**src/rtl/rr_bus_arbiter.sv**
```systemverilog
`default_nettype none
// ============================================================================
// Module      : rr_bus_arbiter
// Description : Round-robin arbiter that shares one DATA_W-bit output bus
//               among N_REQ requesters. A registered two-state FSM picks the
//               owner, and each owner may hold the bus for at most MAX_HOLD
//               consecutive cycles. o_y carries the owner's data while a
//               grant is active and is zero otherwise.
//               Optional feature macro: RR_ARB_STATS_EN adds o_grant_cnt, a
//               saturating 16-bit count of arbitration wins.
// Revision    : 1.0 - initial release
// ============================================================================
module rr_bus_arbiter #(
  parameter int N_REQ    = 4,
  parameter int DATA_W   = 4,
  parameter int MAX_HOLD = 8
) (
  input  logic                       i_clk,
  input  logic                       i_reset,
  input  logic [N_REQ-1:0]           i_req,
  input  logic [N_REQ*DATA_W-1:0]    i_data,
  output logic [N_REQ-1:0]           o_gnt,
  output logic                       o_valid,
  output logic [$clog2(N_REQ)-1:0]   o_owner,
  output logic [DATA_W-1:0]          o_y
`ifdef RR_ARB_STATS_EN
  ,
  output logic [15:0]                o_grant_cnt
`endif
);

  localparam int                 c_own_w     = $clog2(N_REQ);
  localparam logic [7:0]         c_hold_last = 8'(MAX_HOLD - 1);
  // Pointer starts at the last index so requester 0 is searched first.
  localparam logic [c_own_w-1:0] c_ptr_rst   = c_own_w'(N_REQ - 1);

  typedef enum logic [0:0] {
    ST_IDLE  = 1'b0,
    ST_GRANT = 1'b1
  } state_t;

  state_t               state_q, state_d;
  logic [N_REQ-1:0]     gnt_q, gnt_d;
  logic [c_own_w-1:0]   owner_q, owner_d;
  logic [c_own_w-1:0]   ptr_q, ptr_d;
  logic [7:0]           hold_q, hold_d;

  logic [c_own_w:0]     w_pick;
  logic                 w_pick_found;
  logic [c_own_w-1:0]   w_pick_idx;
  logic                 w_release;
  logic [DATA_W-1:0]    w_slice [N_REQ];

  // Returns {found, index} of the first requester in round-robin order,
  // starting after 'last' and considering 'last' itself at the very end.
  // The loop walks from the farthest candidate to the nearest so that the
  // nearest set bit is the one left in the result.
  function automatic logic [c_own_w:0] rr_pick(input logic [N_REQ-1:0]   req,
                                               input logic [c_own_w-1:0] last);
    logic [c_own_w:0]   res;
    logic [c_own_w-1:0] cand_idx;
    int                 cand;
    res = '0;
    for (int i = N_REQ; i >= 1; i--) begin
      cand     = (int'(last) + i) % N_REQ;
      cand_idx = cand[c_own_w-1:0];
      if (req[cand_idx]) begin
        res = {1'b1, cand_idx};
      end
    end
    return res;
  endfunction

  // Split the packed data bus into one word per requester.
  for (genvar k = 0; k < N_REQ; k++) begin : g_unpack
    assign w_slice[k] = i_data[k*DATA_W +: DATA_W];
  end

  assign w_pick       = rr_pick(i_req, ptr_q);
  assign w_pick_found = w_pick[c_own_w];
  assign w_pick_idx   = w_pick[c_own_w-1:0];

  // The owner gives up the bus when it stops requesting or has used its
  // full MAX_HOLD-cycle slot.
  assign w_release = (state_q == ST_GRANT) &&
                     (!i_req[owner_q] || (hold_q == c_hold_last));

  // Next-state, owner, pointer, hold counter and grant vector.
  always_comb begin
    state_d = state_q;
    owner_d = owner_q;
    ptr_d   = ptr_q;
    hold_d  = hold_q;
    gnt_d   = '0;

    case (state_q)
      ST_IDLE: begin
        if (w_pick_found) begin
          state_d = ST_GRANT;
          owner_d = w_pick_idx;
          ptr_d   = w_pick_idx;
          hold_d  = '0;
        end
      end
      ST_GRANT: begin
        hold_d = hold_q + 8'd1;
        if (w_release) begin
          if (w_pick_found) begin
            // Direct handover (or timeout re-grant) without an idle gap.
            owner_d = w_pick_idx;
            ptr_d   = w_pick_idx;
            hold_d  = '0;
          end else begin
            state_d = ST_IDLE;
            hold_d  = '0;
          end
        end
      end
      default: begin
        state_d = ST_IDLE;
        hold_d  = '0;
      end
    endcase

    if (state_d == ST_GRANT) begin
      gnt_d[owner_d] = 1'b1;
    end
  end

  // Arbiter state registers.
  always_ff @(posedge i_clk or posedge i_reset) begin
    if (i_reset) begin
      state_q <= ST_IDLE;
      gnt_q   <= '0;
      owner_q <= '0;
      ptr_q   <= c_ptr_rst;
      hold_q  <= '0;
    end else begin
      state_q <= state_d;
      gnt_q   <= gnt_d;
      owner_q <= owner_d;
      ptr_q   <= ptr_d;
      hold_q  <= hold_d;
    end
  end

  // Shared bus mux: zero by default, owner's live data only while granted.
  always_comb begin
    o_y = '0;
    if (state_q == ST_GRANT) begin
      o_y = w_slice[owner_q];
    end
  end

  assign o_gnt   = gnt_q;
  assign o_valid = (state_q == ST_GRANT);
  assign o_owner = owner_q;

`ifdef RR_ARB_STATS_EN
  logic [15:0] grant_cnt_q, grant_cnt_d;
  logic        w_win;

  // A win is any edge that installs an owner: from IDLE, or a handover
  // (including a timeout re-grant of the same requester) from GRANT.
  assign w_win = ((state_q == ST_IDLE) && w_pick_found) ||
                 (w_release && w_pick_found);

  // Saturating win counter update.
  always_comb begin
    grant_cnt_d = grant_cnt_q;
    if (w_win && (grant_cnt_q != 16'hFFFF)) begin
      grant_cnt_d = grant_cnt_q + 16'd1;
    end
  end

  // Win counter register.
  always_ff @(posedge i_clk or posedge i_reset) begin
    if (i_reset) begin
      grant_cnt_q <= '0;
    end else begin
      grant_cnt_q <= grant_cnt_d;
    end
  end

  assign o_grant_cnt = grant_cnt_q;
`endif

endmodule
`default_nettype wire
```
**config.mk**
```make
export PLATFORM = sky130hd
export DESIGN_NAME = rr_bus_arbiter
export DESIGN_NICKNAME = d
export VERILOG_FILES = /design/src/rtl/rr_bus_arbiter.sv
export SDC_FILE = /design/constraint.sdc
export NUM_CORES = 1
export LEC_CHECK = 0
export ABC_AREA = 1
export CAP_MARGIN = 5
export CELL_PAD_IN_SITES_DETAIL_PLACEMENT = 1
export CELL_PAD_IN_SITES_GLOBAL_PLACEMENT = 2
export CORE_ASPECT_RATIO = 0.7
export CORE_MARGIN = 3
export CORE_UTILIZATION = 27
export CTS_CLUSTER_SIZE = 12
export DETAILED_ROUTE_END_ITERATION = 16
export PLACE_DENSITY = 0.84
export SYNTH_ARGS = -nofsm -noshare
export SYNTH_HDL_FRONTEND = slang
export SYNTH_SLANG_ARGS = --single-unit
export TNS_END_PERCENT = 1
```
**constraint.sdc**
```tcl
create_clock -name i_clk -period 3.2 [get_ports i_clk]
set_clock_uncertainty 0.1 [all_clocks]
set_input_delay 0.64 -clock i_clk [delete_from_list [all_inputs] [get_ports i_clk]]
set_output_delay 0.64 -clock i_clk [all_outputs]
set_load 0.05 [all_outputs]
```
# Word-level counts from Yosys, hierarchy flattened
# Cells that the tools add are included.
# totals
regBits,17
inputBits,22
out_inout_bits,11
wordCells,60
# classes
addsub,5
magnitude_cmp,8
eq_ne,3
mux,33
bitwise_logic,2
n_reduce_logical,4
# op_table
cell,count
$lt 2x3->1 const B,6
$mux 4,4
$mux 8,2
$pmux 8 s2,1
$mux 3,4
$bmux 1 s2,5
$add 8x1->8 const B,1
$bmux 4 s2,1
$eq 8x3->1 const B,1
$mux 1,8
$mux 2,4
$pmux 2 s2,2
$add 2x1->2 const B,2
$add 2x2->2 const B,2
$ge 3x3->1 const B,1
$not 2->3,1
$demux 1 s2,1
$ge 2x1->1 const B,1
$logic_and 1x1->1,2
$ne 2x1->1 const B,1
$ne 2x2->1 const B,1
$pmux 1 s2,1
$logic_not 1->1,1
$logic_or 1x1->1,1
$not 1->1,1

# Longest topological paths before layout
# depth
ltp_word,15
mapped_depth,13
mapped_depth_nobuf,12

# Worst setup path after synthesis
# Ideal clock, no wire load.
# synth_timing
kind,flip-flop to output port
startpoint,register owner_q[0] (netlist: o_owner[0])
endpoint,output port o_y[0]
t_arrival_ns,1.867
t_required_ns,2.460
setup_slack_ns,0.593
path_stages_with_launch,6
path_buffers,1
cell_sequence,dfrtp_1 buf_4 nor2_1 nor2_1 o21ai_0 a21oi_1
# synth_between
elab_chain_cells,5
# synth_rtl
item,line,text
from (decl),44,"logic [c_own_w-1:0] owner_q, owner_d;"
from (signal assigned),141,owner_q <= owner_d;
$not 2->3 (not written as such),151,o_y = w_slice[owner_q];
$bmux 4 s2,151,
$mux 4 (not written as such) (2 in a row),151,
$mux 4,150,if (state_q == ST_GRANT) begin
to (decl),25,output logic [DATA_W-1:0] o_y
# Every way passes these cells. The select of a mux whose other input is x is not followed.

# Worst setup path after layout
# layout_timing
startpoint,register owner_q[0] (netlist: o_owner[0])
endpoint,output port o_owner[0]
# layout_lines
item,line,text
to (decl),24,"output logic [$clog2(N_REQ)-1:0] o_owner,"
# No word-level cell between the ends.

==> metrics.cfg <==
[floorplan]
die_y_microns = 62.2
row_count = 19
coreArea_sq_um = 4140
die_width_microns = 86.3
dieArea_sq_um = 5370
boundaryPins = 33
initial_utilization_pct = 29.5

[synthesis]
yosys_warnings = 0
synth_top_family_by_area = simple AND/OR/NAND/NOR gates
post_synth.cell_area_avg_sq_um = 6.73
synthSimpleGateAreaFrac_pct = 39.2
netlist_area_sq_um = 1220
yosysSeqAreaShare_pct = 35.1
synthCells = 181
ys_ff_latch = 17
muxShareOfSynthArea_pct = 0
synth_fa_ha_area_share_pct = 1.03
yosys.area_share.xor_xnor_pct = 0.719
syn-num-nets = 204
synth-compound-area-share_pct = 12.1
synth.distinct_cells = 27

[place]
port_buffers = 32
hpwl_microns = 2980
gp_congestion = 0.788

[setup_path]
crit_path_start = o_owner[0]$_DFF_PP0_
reg2reg_depth = 11
rr_startpoint = o_owner[0]$_DFF_PP0_
required_ns = 2.46
end_kind = output pin
path_depth = 1
path_cells = clkdlybuf4s50_1
critPathBufInv = 1
max_stage_delay_ns = 0.89
critical_path_arrival_ns = 1.74
crit_family = buffers and inverters
critPathLaunchType = register
path_max_fanout = 12
criticalPathCategory = register to output pin
cp_slowest_cell = clkdlybuf4s50_1

[layout]
drive_gt1_share_pct = 15.0
multi_input_area_sq_um = 647
area_growth_pct = 31.1
fin_nets = 237
fillCellCount = 546
n_antenna_cell = 0
utilization_pct = 38.6
regArea_sq_um = 428

[clock_tree]
h-tree-depth = 1
cts_num_sinks = 17
cts_buffers = 3
post_cts_buffers = 0
cts_tree = done
ctsResizeCount = 0
cts_root_buf = clkbuf_8
clk_pin_slew_worst_paths_ns = 0.07
clk_latency_ns = 0.25
cts_buffer_depth = 2
hold_buffers = 0

[timing]
fin_crit_ns = 2.48
drv_slew = 0
max_freq_mhz = 403
slew_headroom_pct = 55.6
tns_ns = 0
setup_viol = 0
period_share_pct = 77.5
hold_viol = 0
tightest_slew_ns = 0.665
rsz0062_at_grt = false

[worst_hold_path]
whs_path_depth = 2
hp-class = register to register
min_from = hold_q[7]$_DFFE_PP0P_

[grt]
top_usage_layer = met2
globalRouteMet3Util_pct = 4.23
use_met2_pct = 22.5
grt_pass1_wl_microns = 6330
overflow = 0
grt_pass1_vias = 1320
grt_util_all_layers_pct = 14.6
use_met1_pct = 20.8
antenna_found_initial = 0
grt_start_max_net_pins = 18

[run_status]
outcome = finished, final reports clean

[detailed_routing]
wl_microns = 3770
viasPerCell = 4.70
drt_first_pass_iters = 4
routedWlPerCell_microns = 14.2
vias = 1246
ant_nets = 0
drc_errors = 0
initialDrtViolationCount = 36

[power]
p_sw_w = 0.000965
peakVddDrop_uv = 503
power_density_nw_per_um2 = 1070
combPwrFrac_pct = 67.9
p_clk_share_pct = 9.3
seqPwrFrac_pct = 22.9
p_leak_nw = 0.774
internal-power_w = 0.000743
netSwitchingFraction_pct = 56.5

[run]
maxCapViolCount = 0

## synthesized netlist by cell type
| cell | instances | area (sq um) |
|---|---|---|
| inv_6 | 1 | 8.76 |
| nor2_1 | 31 | 116 |
| inv_2 | 5 | 18.8 |
| xor2_1 | 1 | 8.76 |
| o22ai_1 | 1 | 6.26 |
| inv_1 | 20 | 75.1 |
| o21ai_1 | 4 | 20.0 |
| nand2_1 | 39 | 146 |
| buf_6 | 3 | 33.8 |
| o32ai_1 | 1 | 8.76 |
| dfrtp_1 | 15 | 375 |
| nand2_4 | 1 | 11.3 |
| and3_1 | 1 | 6.26 |
| nor2_2 | 3 | 18.8 |
| nor3_4 | 1 | 16.3 |
| or2_0 | 1 | 6.26 |
| nand2_2 | 10 | 62.6 |
| o21ai_0 | 12 | 60.1 |
| ha_1 | 1 | 12.5 |
| dfstp_2 | 2 | 52.6 |
| buf_4 | 1 | 7.51 |
| a21oi_1 | 7 | 35.0 |
| nand3_1 | 12 | 60.1 |
| nor4_1 | 1 | 6.26 |
| nor3_1 | 3 | 15.0 |
| o21ai_2 | 2 | 17.5 |
| nand4_1 | 2 | 12.5 |
## registers in the layout, summed over array words and instances (netlist names)
signal   flops
o_valid      1
ptr_q        2
o_owner      2
o_gnt        4
hold_q       8
## power groups by stage
stage	combinational [W]	clock [W]	sequential [W]
finish	0.00116	0.000158	0.000390
global placement	0.00113	0	0.000387
floorplan	0.000780	0	0.000457
CTS	0.00117	0.000163	0.000392
detailed placement	0.00116	0	0.000394
global route	0.00129	0.000177	0.000405
## metal layers
layer | vias up | share of wire [%]
met1 | 579 | 52
met3 | 2 | 5.6
li1 | 632 | -
met2 | 33 | 42
met5 | - | 0
met4 | 0 | 0.11
## per-stage QoR
| step | cell area, sq um | setup slack (ns) | hold slack, ns | instances | power, W |
|---|---|---|---|---|---|
| after floorplan | 1220 | 0.593 | 0.420 | 181 | 0.00124 |
| after global placement | 1550 | 0.802 | 0.443 | 261 | 0.00151 |
| after detailed placement | 1550 | 0.755 | 0.481 | 261 | 0.00156 |
| after CTS | 1600 | 0.688 | 0.491 | 265 | 0.00173 |
| after global routing | 1600 | 0.593 | 0.513 | 265 | 0.00187 |
| final | 1600 | 0.719 | 0.478 | 265 | 0.00171 |
## cells in the final DEF, fill, tap and decap left out, drive strengths merged, types with 2 or more instances in the layout
master | synthesis | final
o21ai | 18 | 18
nand4 | 2 | 2
dfrtp | 15 | 15
inv | 26 | 26
a21oi | 7 | 7
nand3 | 12 | 12
clkbuf | 0 | 4
buf | 4 | 4
dfstp | 2 | 2
nor3 | 4 | 4
nor2 | 34 | 34
nand2 | 50 | 50
clkdlybuf4s50 | 0 | 28
## final timing paths
kind                                         endpoint  slack, ns
worst max-delay path                       o_owner[0]       0.72
worst min-delay path            hold_q[7]$_DFFE_PP0P_       0.48
worst max register to register     o_gnt[1]$_DFF_PP0_       1.12
worst min register to register  hold_q[7]$_DFFE_PP0P_       0.48
max in group asynchronous       hold_q[2]$_DFFE_PP0P_       1.89
min in group asynchronous       hold_q[4]$_DFFE_PP0P_       0.68
## logic make-up after synthesis
family | after synthesis
xor gates and xnor gates | 1
buffers and inverters | 30
DFF | 17
adders and majority gates | 1
AOI/OAI and AO/OA | 27
and+or+nand+nor | 105
## cell type report
type	count	area share, %
multi-input cells	134	40.5
inverters	26	6.42
clock buffers	4	2.82
flip-flops and latches	17	26.8
well taps	52	4.07
repair buffers	32	19.4
Note: power is estimated with default switching activity, not from simulation.
